File: config.mk
export PLATFORM = sky130hd
export DESIGN_NAME = wb_commit_unit_flat
export DESIGN_NICKNAME = d
export VERILOG_FILES = /design/src/rtl/pipes.sv /design/src/rtl/wb_commit_unit_if.sv /design/src/rtl/wb_load_align.sv /design/src/rtl/wb_commit_unit.sv /design/src/flat_wrapper.sv
export SDC_FILE = /design/constraint.sdc
export NUM_CORES = 1
export LEC_CHECK = 0
export ABC_AREA = 1
export ABC_CLOCK_PERIOD_IN_PS = 870
export CAP_MARGIN = 20
export CORE_AREA = 8 8 316 318
export CTS_CLUSTER_SIZE = 24
export DETAILED_ROUTE_END_ITERATION = 16
export DIE_AREA = 0 0 324 326
export GPL_ROUTABILITY_DRIVEN = 0
export SETUP_SLACK_MARGIN = 0.15
export SLEW_MARGIN = 15
export SYNTH_ARGS = -nofsm -noshare
export SYNTH_HDL_FRONTEND = slang
export SYNTH_SLANG_ARGS = --single-unit
File: constraint.sdc
create_clock -name clk -period 0.87 [get_ports clk]
set_input_delay 0.087 -clock clk [delete_from_list [all_inputs] [get_ports clk]]
set_output_delay 0.087 -clock clk [all_outputs]
set_load 0.01 [all_outputs]
File: src/rtl/pipes.sv
// Shared types for the writeback/commit stage: lane inputs, forwarding copies and commit records.
package pipes;

    typedef enum logic [1:0] {
        MSIZE_B = 2'd0,
        MSIZE_H = 2'd1,
        MSIZE_W = 2'd2,
        MSIZE_D = 2'd3
    } msize_t;

    typedef struct packed {
        logic        valid;
        logic [63:0] pc;
        logic        regwrite;
        logic [4:0]  wa;
        logic        memread;
        logic [63:0] result_alu;
        logic [63:0] memdata;
        msize_t      msize;
        logic        munsigned;
        logic [2:0]  addr_lo;
    } wb_lane_t;

    typedef struct packed {
        logic [4:0]  waW;
        logic [63:0] resultW;
        logic        regwriteW;
    } forward_data_t;

    typedef struct packed {
        logic [63:0] pc;
        logic [4:0]  wa;
        logic [63:0] wd;
        logic        we;
    } commit_rec_t;

endpackage

File: src/rtl/wb_commit_unit_if.sv
// Memory-stage input group, register-file/forwarding outputs and commit trace handshake.
interface wb_commit_unit_if
    import pipes::*;
#(
    parameter int unsigned LANES = 2
);
    logic                        in_valid;
    logic                        in_ready;
    wb_lane_t      [LANES-1:0]   lane_i;
    logic          [LANES-1:0]   rf_we;
    logic          [LANES-1:0][4:0]  rf_wa;
    logic          [LANES-1:0][63:0] rf_wd;
    forward_data_t [LANES-1:0]   fwd_o;
    logic                        commit_valid;
    logic                        commit_ready;
    commit_rec_t                 commit_rec;

    modport master (
        output in_valid, lane_i, commit_ready,
        input  in_ready, rf_we, rf_wa, rf_wd, fwd_o, commit_valid, commit_rec
    );

    modport slave (
        input  in_valid, lane_i, commit_ready,
        output in_ready, rf_we, rf_wa, rf_wd, fwd_o, commit_valid, commit_rec
    );
endinterface

File: src/rtl/wb_load_align.sv
// Combinational load extractor: shift by byte offset, truncate to access size, sign/zero extend.
module wb_load_align
    import pipes::*;
(
    input  logic [63:0] memdata_i,
    input  logic [2:0]  addr_lo_i,
    input  msize_t      msize_i,
    input  logic        munsigned_i,
    output logic [63:0] data_o
);
    logic [63:0] shifted;

    assign shifted = memdata_i >> {addr_lo_i, 3'b000};

    always_comb begin
        data_o = shifted;
        unique case (msize_i)
            MSIZE_B: data_o = {{56{~munsigned_i & shifted[7]}},  shifted[7:0]};
            MSIZE_H: data_o = {{48{~munsigned_i & shifted[15]}}, shifted[15:0]};
            MSIZE_W: data_o = {{32{~munsigned_i & shifted[31]}}, shifted[31:0]};
            MSIZE_D: data_o = shifted;
            default: data_o = shifted;
        endcase
    end
endmodule

File: src/rtl/wb_commit_unit.sv
// Multi-lane writeback stage with in-order commit FIFO; the FIFO and in_ready back-pressure
// exist only when WB_COMMIT_TRACE_EN is defined.
module wb_commit_unit
    import pipes::*;
#(
    parameter int unsigned LANES = 2,
    parameter int unsigned DEPTH = 8
) (
    input logic             clk,
    input logic             reset,
    wb_commit_unit_if.slave bus
);
    logic                    in_ready;
    logic                    accept;
    logic [LANES-1:0][63:0]  load_data;
    logic [LANES-1:0][63:0]  wd_c;
    logic [LANES-1:0]        we_own;
    logic [LANES-1:0]        we_win;

    logic [LANES-1:0]        we_q, we_d;
    logic [LANES-1:0][4:0]   wa_q, wa_d;
    logic [LANES-1:0][63:0]  wd_q, wd_d;

    assign accept = bus.in_valid && in_ready;
    assign bus.in_ready = in_ready;

    for (genvar l = 0; l < LANES; l++) begin : g_lane
        wb_load_align u_align (
            .memdata_i   (bus.lane_i[l].memdata),
            .addr_lo_i   (bus.lane_i[l].addr_lo),
            .msize_i     (bus.lane_i[l].msize),
            .munsigned_i (bus.lane_i[l].munsigned),
            .data_o      (load_data[l])
        );

        assign wd_c[l]   = bus.lane_i[l].memread ? load_data[l] : bus.lane_i[l].result_alu;
        assign we_own[l] = bus.lane_i[l].valid && bus.lane_i[l].regwrite &&
                           (bus.lane_i[l].wa != 5'd0);

        assign bus.fwd_o[l] = forward_data_t'{waW: wa_q[l], resultW: wd_q[l], regwriteW: we_q[l]};
    end

    // Highest-numbered lane writing a register wins; older lanes to it are suppressed.
    always_comb begin
        we_win = we_own;
        for (int unsigned l = 0; l < LANES; l++) begin
            for (int unsigned k = l + 1; k < LANES; k++) begin
                if (we_own[k] && (bus.lane_i[k].wa == bus.lane_i[l].wa)) begin
                    we_win[l] = 1'b0;
                end
            end
        end
    end

    always_comb begin
        we_d = '0;
        wa_d = wa_q;
        wd_d = wd_q;
        if (accept) begin
            we_d = we_win;
            wd_d = wd_c;
            for (int unsigned l = 0; l < LANES; l++) begin
                wa_d[l] = bus.lane_i[l].wa;
            end
        end
    end

    always_ff @(posedge clk or negedge reset) begin
        if (!reset) begin
            we_q <= '0;
            wa_q <= '0;
            wd_q <= '0;
        end else begin
            we_q <= we_d;
            wa_q <= wa_d;
            wd_q <= wd_d;
        end
    end

    assign bus.rf_we = we_q;
    assign bus.rf_wa = wa_q;
    assign bus.rf_wd = wd_q;

`ifdef WB_COMMIT_TRACE_EN
    localparam int unsigned PtrW = $clog2(DEPTH);
    localparam int unsigned CntW = PtrW + 1;

    commit_rec_t                mem_q [DEPTH];
    commit_rec_t [DEPTH-1:0]    wr_rec;
    logic        [DEPTH-1:0]    wr_en;
    logic        [PtrW-1:0]     head_q, head_d, tail_q, tail_d;
    logic        [PtrW-1:0]     slot;
    logic        [CntW-1:0]     count_q, count_d;
    logic        [CntW-1:0]     npush;
    logic                       pop;

    assign in_ready = (count_q <= CntW'(DEPTH - LANES));
    assign pop      = (count_q != '0) && bus.commit_ready;

    // Valid lanes occupy consecutive slots from the tail in ascending lane order.
    always_comb begin
        wr_en  = '0;
        wr_rec = '0;
        slot   = tail_q;
        npush  = '0;
        if (accept) begin
            for (int unsigned l = 0; l < LANES; l++) begin
                if (bus.lane_i[l].valid) begin
                    wr_en[slot]  = 1'b1;
                    wr_rec[slot] = commit_rec_t'{pc: bus.lane_i[l].pc, wa: bus.lane_i[l].wa,
                                                 wd: wd_c[l], we: we_own[l]};
                    slot  = slot + PtrW'(1);
                    npush = npush + CntW'(1);
                end
            end
        end
        tail_d  = slot;
        head_d  = head_q + PtrW'(pop);
        count_d = count_q + npush - CntW'(pop);
    end

    always_ff @(posedge clk or negedge reset) begin
        if (!reset) begin
            head_q  <= '0;
            tail_q  <= '0;
            count_q <= '0;
        end else begin
            head_q  <= head_d;
            tail_q  <= tail_d;
            count_q <= count_d;
        end
    end

    // Storage needs no reset: the head is only exposed while count is nonzero.
    always_ff @(posedge clk) begin
        for (int unsigned i = 0; i < DEPTH; i++) begin
            if (wr_en[i]) begin
                mem_q[i] <= wr_rec[i];
            end
        end
    end

    assign bus.commit_valid = (count_q != '0);
    assign bus.commit_rec   = (count_q != '0) ? mem_q[head_q] : '0;
`else
    logic [LANES-1:0] pc_par;
    logic             unused_trace;

    for (genvar l = 0; l < LANES; l++) begin : g_unused
        assign pc_par[l] = ^bus.lane_i[l].pc;
    end

    assign unused_trace     = ^{bus.commit_ready, pc_par};
    assign in_ready         = 1'b1;
    assign bus.commit_valid = 1'b0;
    assign bus.commit_rec   = '0;
`endif
endmodule

File: src/flat_wrapper.sv
// flat-port wrapper written by rule: the top's interface ports become plain ports
module wb_commit_unit_flat import pipes::*;
#(
    parameter int unsigned LANES = 2,
    parameter int unsigned DEPTH = 8
)
  (clk, reset, bus_in_valid, bus_lane_i, bus_commit_ready, bus_in_ready, bus_rf_we, bus_rf_wa, bus_rf_wd, bus_fwd_o, bus_commit_valid, bus_commit_rec);
  wb_commit_unit_if #(.LANES(LANES)) bus_i ();
  input logic clk;
  input logic reset;
  input wire logic [$bits(bus_i.in_valid)-1:0] bus_in_valid;
  input wire logic [$bits(bus_i.lane_i)-1:0] bus_lane_i;
  input wire logic [$bits(bus_i.commit_ready)-1:0] bus_commit_ready;
  output wire logic [$bits(bus_i.in_ready)-1:0] bus_in_ready;
  output wire logic [$bits(bus_i.rf_we)-1:0] bus_rf_we;
  output wire logic [$bits(bus_i.rf_wa)-1:0] bus_rf_wa;
  output wire logic [$bits(bus_i.rf_wd)-1:0] bus_rf_wd;
  output wire logic [$bits(bus_i.fwd_o)-1:0] bus_fwd_o;
  output wire logic [$bits(bus_i.commit_valid)-1:0] bus_commit_valid;
  output wire logic [$bits(bus_i.commit_rec)-1:0] bus_commit_rec;
  assign bus_i.in_valid = bus_in_valid;
  assign bus_i.lane_i = bus_lane_i;
  assign bus_i.commit_ready = bus_commit_ready;
  assign bus_in_ready = bus_i.in_ready;
  assign bus_rf_we = bus_i.rf_we;
  assign bus_rf_wa = bus_i.rf_wa;
  assign bus_rf_wd = bus_i.rf_wd;
  assign bus_fwd_o = bus_i.fwd_o;
  assign bus_commit_valid = bus_i.commit_valid;
  assign bus_commit_rec = bus_i.commit_rec;
  wb_commit_unit #(.LANES(LANES), .DEPTH(DEPTH)) u_core (.clk(clk), .reset(reset), .bus(bus_i));
endmodule
==> results of run 1 <==
==> sequential cells by signal (all words and copies together), names as in the netlist <==
register and cells:
u_core.bus.fwd_o 138, u_core.bus.rf_we 2
==> final cells by class <==
| cell class | count | area [um^2] | share of cell area, % |
|---|---|---|---|
| Multi-Input combinational cell | 1675 | 10100 | 34.8 |
| Inverter | 37 | 209 | 0.719 |
| Clock buffer | 19 | 433 | 1.49 |
| Timing Repair Buffer | 1208 | 12900 | 44.5 |
| Timing Repair inverter | 6 | 115 | 0.396 |
| Tap cell | 1265 | 1580 | 5.45 |
| Clock inverter | 13 | 95.1 | 0.327 |
| Antenna cell | 14 | 35.0 | 0.121 |
| Sequential cell | 140 | 3540 | 12.2 |
==> per-layer routing <==
metal / GRT usage, % / wire [um]
met1: 19.6 / 37500
met2: 29.8 / 48200
met3: 5.42 / 10700
met4: 8.85 / 6510
met5: 0 / 42
==> cell usage in the layout (no fill, tap or decap), types with 71 or more instances in the layout <==
master / n
sky130_fd_sc_hd__nand2_1: 548
sky130_fd_sc_hd__buf_12: 81
sky130_fd_sc_hd__buf_2: 90
sky130_fd_sc_hd__buf_6: 366
sky130_fd_sc_hd__nand3_1: 92
sky130_fd_sc_hd__nand3_2: 83
sky130_fd_sc_hd__o21ai_2: 71
sky130_fd_sc_hd__nor2_1: 173
sky130_fd_sc_hd__dfrtp_1: 108
sky130_fd_sc_hd__clkdlybuf4s50_1: 171
sky130_fd_sc_hd__conb_1: 136
sky130_fd_sc_hd__nand2_2: 105
sky130_fd_sc_hd__buf_4: 325
==> how the worst min path moves through the flow <==
stage | to | cells past startpoint
final | u_core.bus.fwd_o[66] | 4
after global routing | u_core.bus.fwd_o[66] | 4
after CTS | u_core.bus.fwd_o[99] | 3
after detailed placement | u_core.bus.fwd_o[99] | 2
after global placement | u_core.bus.fwd_o[95] | 2
after floorplan | u_core.bus.fwd_o[100] | 0
==> metrics by stage <==
| stage | total power, uW | hold slack, ns | std cells | util (%) | cell area, um^2 |
|---|---|---|---|---|---|
| after CTS | 32500 | 0.0540 | 4278 | 27.8 | 26300 |
| after floorplan | 14200 | -0.209 | 2276 | - | 14200 |
| after global placement | 21700 | 0.0328 | 4002 | 22.6 | 21300 |
| after global routing | 36100 | 0.0550 | 4374 | 30.7 | 29000 |
| final | 34600 | 0.0720 | 4377 | 30.8 | 29000 |
| after detailed placement | 21700 | 0.0363 | 4002 | 22.6 | 21300 |
==> worst max-delay path, cell delays in order (launching register included) <==
cell	delay [ns]
sky130_fd_sc_hd__dfrtp_1	0.43
sky130_fd_sc_hd__buf_12	0.17
sky130_fd_sc_hd__buf_12	0.13
==> cells by family (layout without fill, tap and decap cells) <==
| logic type | count (synthesis) | after routing | synth area share [%] |
|---|---|---|---|
| other cells | 2 | 150 | 0.0566 |
| compound gates | 366 | 366 | 14.5 |
| xor+xnor | 5 | 5 | 0.330 |
| simple gates | 1166 | 1168 | 36.3 |
| flops | 140 | 140 | 26.4 |
| buf+inv | 463 | 1283 | 22.3 |
==> where the power goes <==
group / switching (uW) / internal (uW)
Combinational: 9270 / 9730
Clock: 3660 / 3640
Sequential: 989 / 7330
Total: 13900 / 20700
==> repair_timing <==
item	in CTS	in global routing
endpoints found under the setup margin	410	417
hold buffers	2	8
gates cloned	40	9
pin swaps	211	189
buffers inserted	202	68
hold endpoints to repair	142	8
gates resized for setup	1884	451
==> impl_metrics.py, run 1 <==
metrics = {
    "run_status": {
        "run_status": "finished with violations",
        "failed_checks": "setup timing",
    },
    "power_and_ir_drop": {
        "static_leakage_uw": 0.0140,
        "irDropWorstVdd_mv": 1.34,
        "pwr_density_cell_nw_per_um2": 1190,
    },
    "global_routing": {
        "number_of_antenna_violations_at_the_first_check_in_global_routing": 22,
        "grt_start_max_net_pins": 37,
        "grt_first_pass_wirelength_um": 136000,
        "grt_remaining_overflow": 0,
        "gr-usage-all-layers_pct": 17.5,
        "grt_pass1_vias": 19500,
    },
    "place": {
        "hpwlAfterDp_um": 73200,
        "port_buffers": 566,
        "dp_worst_setup_slack_ns": -1.15,
    },
    "cts": {
        "clockRootBuffer": "sky130_fd_sc_hd__clkbuf_16",
        "cts_buffer_depth": 2,
        "tritoncts": "done",
        "cts_made_buffers": 17,
        "cts.sink_count": 140,
        "clk_latency_ns": 0.50,
        "cts-htree-levels": 4,
        "clkSlewWorstSetupHoldPaths_ns": 0.07,
    },
    "yosys": {
        "synth_top_cell_by_area": "sky130_fd_sc_hd__dfrtp_1",
        "post_synthesis_area_per_instance_um2": 6.19,
        "synth.distinct_cells": 35,
        "ys_seq_elements": 140,
        "post-synth-top-area-fraction_pct": 26.4,
        "synth_top_flop_cell": "sky130_fd_sc_hd__dfrtp_1",
        "synth_cells": 2142,
        "library_cell_with_the_highest_instance_count_after_synthesis": "sky130_fd_sc_hd__nand2_1",
        "synth.top_cells.by_count": "sky130_fd_sc_hd__nand2_1, sky130_fd_sc_hd__buf_4, sky130_fd_sc_hd__nand3_1, sky130_fd_sc_hd__nor2_1, sky130_fd_sc_hd__o21ai_0",
        "synth-seq-area-share_pct": 26.4,
        "synth_edf_count": 0,
        "synth.area.top_cells": "sky130_fd_sc_hd__dfrtp_1, sky130_fd_sc_hd__nand2_1, sky130_fd_sc_hd__buf_4",
        "synth_warnings": 0,
        "syn-cell-area_um2": 13300,
        "async_reset_ff_share_pct": 100,
    },
    "finish": {
        "design.final.nets": 3501,
        "drive_above_1_share_pct": 49.5,
        "area.growth.synth_to_final_pct": 119,
        "num-fill-cells": 9787,
    },
    "route": {
        "dr_total_vias": 19700,
        "remaining_drc_errors": 0,
        "detail_route.wirelength_um": 103000,
        "detail_route.wl_per_cell_um": 23.5,
        "drtAntennaViolNets": 0,
        "count_of_tritonroute_iterations_in_the_first_routing_pass": 8,
        "vias_per_cell": 4.49,
        "drc_marker_count_from_the_first_detailed_route_iteration": 1985,
    },
    "sta": {
        "period_minus_slack_ns": 1.33,
        "report.final.slew_viol_count": 0,
        "worst_slew_pin_slew_ns": 0.513,
        "final-setup-viol-count": 403,
        "layout_worst_path_cycle_share_pct": 153,
        "timing_hold_violations_final": 0,
        "rsz0062_at_grt": "yes",
        "finalWorstSetupSlack_ns": -0.464,
        "fin_setup_tns_ns": -116.66,
        "max-slew-margin-rel_pct": 65.8,
        "fmaxAchievable_mhz": 750,
        "finalClockSkew_ns": 0,
    },
    "setup_path": {
        "critical_path.endpoint_type": "output port",
        "reg2reg_depth": 5,
        "cp-startpoint": "u_core.bus.fwd_o[15]",
        "cp_max_fo": 2,
        "worst_ep_arrival_time_ns": 1.25,
        "criticalPathCategory": "reg -> out",
        "reg2reg_slack_ns": -0.14,
        "setup.worst_path.end": "bus_rf_wd[14]",
        "worstSetupStartpointType": "flop",
        "critPathRequiredTime_ns": 0.78,
        "r2r_start": "u_core.bus.fwd_o[36]",
        "r2r-end": "u_core.bus.fwd_o[36]",
    },
    "floorplan": {
        "die_w_um": 324,
        "boundaryPins": 832,
        "dieHeight_um": 326,
        "die_footprint_um2": 106000,
        "core_outline_area_um2": 94400,
        "rows": 113,
        "floorplan.initialDensity_pct": 14.0,
    },
    "min_path": {
        "hold_path.class": "in -> reg",
        "holdCritStartpoint": "bus_lane_i[136]",
    },
    "run": {
        "max_cap_violations": 0,
    },
}
No activity file was read; power rests on OpenSTA's default activity.
==> run 2: changes to the inputs <==
Settings changed: SKIP_CTS_REPAIR_TIMING set to 1.
==> impl_metrics.py, run 2 (synthesis gave the netlist of run 1 again) <==
metrics = {
    "finish": {
        "drive_above_1_share_pct": 43.9,
        "design.final.nets": 3355,
        "area.growth.synth_to_final_pct": 98.8,
        "final_util_pct": 27.9,
        "design_area_um2": 26400,
        "largest_register_ff_count": 138,
        "layout.cells.non_filler": 4233,
        "layout_common_cells": "sky130_fd_sc_hd__nand2_1, sky130_fd_sc_hd__buf_4, sky130_fd_sc_hd__buf_6, sky130_fd_sc_hd__clkdlybuf4s50_1, sky130_fd_sc_hd__nor2_1",
        "final_common_cell": "sky130_fd_sc_hd__nand2_1",
    },
    "setup_path": {
        "critical_path.endpoint_type": "output port",
        "reg2reg_slack_ns": -0.08,
        "cp_max_fo": 2,
        "worst_ep_arrival_time_ns": 1.24,
        "reg2reg_depth": 5,
        "critPathRequiredTime_ns": 0.78,
        "criticalPathCategory": "reg -> out",
        "r2r-end": "u_core.bus.fwd_o[36]",
        "r2r_start": "u_core.bus.fwd_o[36]",
        "worstSetupStartpointType": "flop",
    },
    "min_path": {
        "hold_path.class": "in -> async",
    },
    "floorplan": {
        "dieHeight_um": 326,
        "core_outline_area_um2": 94400,
        "rows": 113,
        "die_w_um": 324,
        "die_footprint_um2": 106000,
        "boundaryPins": 832,
        "floorplan.initialDensity_pct": 14.0,
    },
    "route": {
        "count_of_tritonroute_iterations_in_the_first_routing_pass": 6,
        "detail_route.wl_per_cell_um": 22.6,
        "drc_marker_count_from_the_first_detailed_route_iteration": 1759,
        "vias_per_cell": 4.34,
        "top_signal_layer_used": "met5",
        "drt-met1-wl_um": 36000,
        "met2WireLength_um": 44900,
        "remaining_drc_errors": 0,
        "dr_total_vias": 18400,
        "metal3_wl_um": 9450,
        "detail_route.wirelength_um": 95800,
        "drtAntennaViolNets": 0,
    },
    "sta": {
        "finalClockSkew_ns": 0,
        "max-slew-margin-rel_pct": 60.2,
        "report.final.slew_viol_count": 0,
        "fin_setup_tns_ns": -105.57,
        "fmaxAchievable_mhz": 752,
        "layout_worst_path_cycle_share_pct": 153,
        "worst_slew_pin_slew_ns": 0.597,
        "finalWorstSetupSlack_ns": -0.460,
        "period_minus_slack_ns": 1.33,
        "final-setup-viol-count": 409,
        "timing_hold_violations_final": 0,
        "rsz0062_at_grt": "yes",
    },
    "cts": {
        "cts-htree-levels": 4,
        "cts.sink_count": 140,
        "cts_made_buffers": 17,
        "tritoncts": "done",
        "clockRootBuffer": "sky130_fd_sc_hd__clkbuf_16",
        "cts_buffer_depth": 2,
        "clkSlewWorstSetupHoldPaths_ns": 0.08,
        "clk_latency_ns": 0.51,
    },
    "place": {
        "port_buffers": 566,
        "dp_worst_setup_slack_ns": -1.15,
        "placed_area_um2": 21300,
        "placedCellCount": 4002,
        "hpwlAfterDp_um": 73200,
    },
    "global_routing": {
        "grt_pass1_vias": 17000,
        "gr-usage-all-layers_pct": 15.6,
        "number_of_antenna_violations_at_the_first_check_in_global_routing": 23,
        "grt_remaining_overflow": 0,
        "grt_first_pass_wirelength_um": 121000,
        "grt_start_max_net_pins": 49,
    },
    "run_status": {
        "failed_checks": "setup timing",
        "run_status": "finished with violations",
    },
    "power_and_ir_drop": {
        "pwr_density_cell_nw_per_um2": 1210,
        "irDropWorstVdd_mv": 1.34,
        "static_leakage_uw": 0.0133,
    },
    "run": {
        "max_cap_violations": 0,
    },
}
run 2: metrics by stage:
stage	hold slack (ns)	power [uW]
5_1_grt	0.0612	33400
2_1_floorplan	-0.209	14200
4_1_cts	-0.535	29200
6_report	0.0747	31900
3_3_place_gp	0.0328	21700
3_5_place_dp	0.0363	21700
run 2: layout make-up:
cell class,count,area (um^2)
clock buffer,19,433
inverter,37,224
tap,1265,1580
antenna,16,40.0
timing repair inverter,4,72.6
multi-input combinational,1676,9470
fill,10200,68100
clock inverter,13,95.1
timing repair buffer,1063,10900
sequential,140,3540
run 2: worst max-delay path: stages (launching register included):
cell and delay, ns:
sky130_fd_sc_hd__dfrtp_1 0.43, sky130_fd_sc_hd__buf_12 0.16, sky130_fd_sc_hd__buf_12 0.13
run 2: power by group:
part           switching [uW]  internal (uW)
clock network            3670           3640
logic                    8270           7980
registers                1030           7330
run 2: metal layers:
layer | vias up | track usage (%)
met3 | 282 | 5.02
met1 | 8683 | 17.9
met5 | - | 0
met2 | 1222 | 26.1
li1 | 8189 | -
met4 | 10 | 7.17
run 2: how the worst max path moves through the flow:
stage / startpoint / end / cells past startpoint
after CTS: u_core.bus.fwd_o[88] / bus_rf_wd[81] / 1
after global routing: u_core.bus.fwd_o[17] / bus_rf_wd[16] / 2
after global placement: bus_lane_i[1] / u_core.bus.fwd_o[33] / 11
after floorplan: bus_lane_i[5] / u_core.bus.fwd_o[35] / 9
after detailed placement: bus_lane_i[1] / u_core.bus.fwd_o[33] / 11
final: u_core.bus.fwd_o[17] / bus_rf_wd[16] / 2
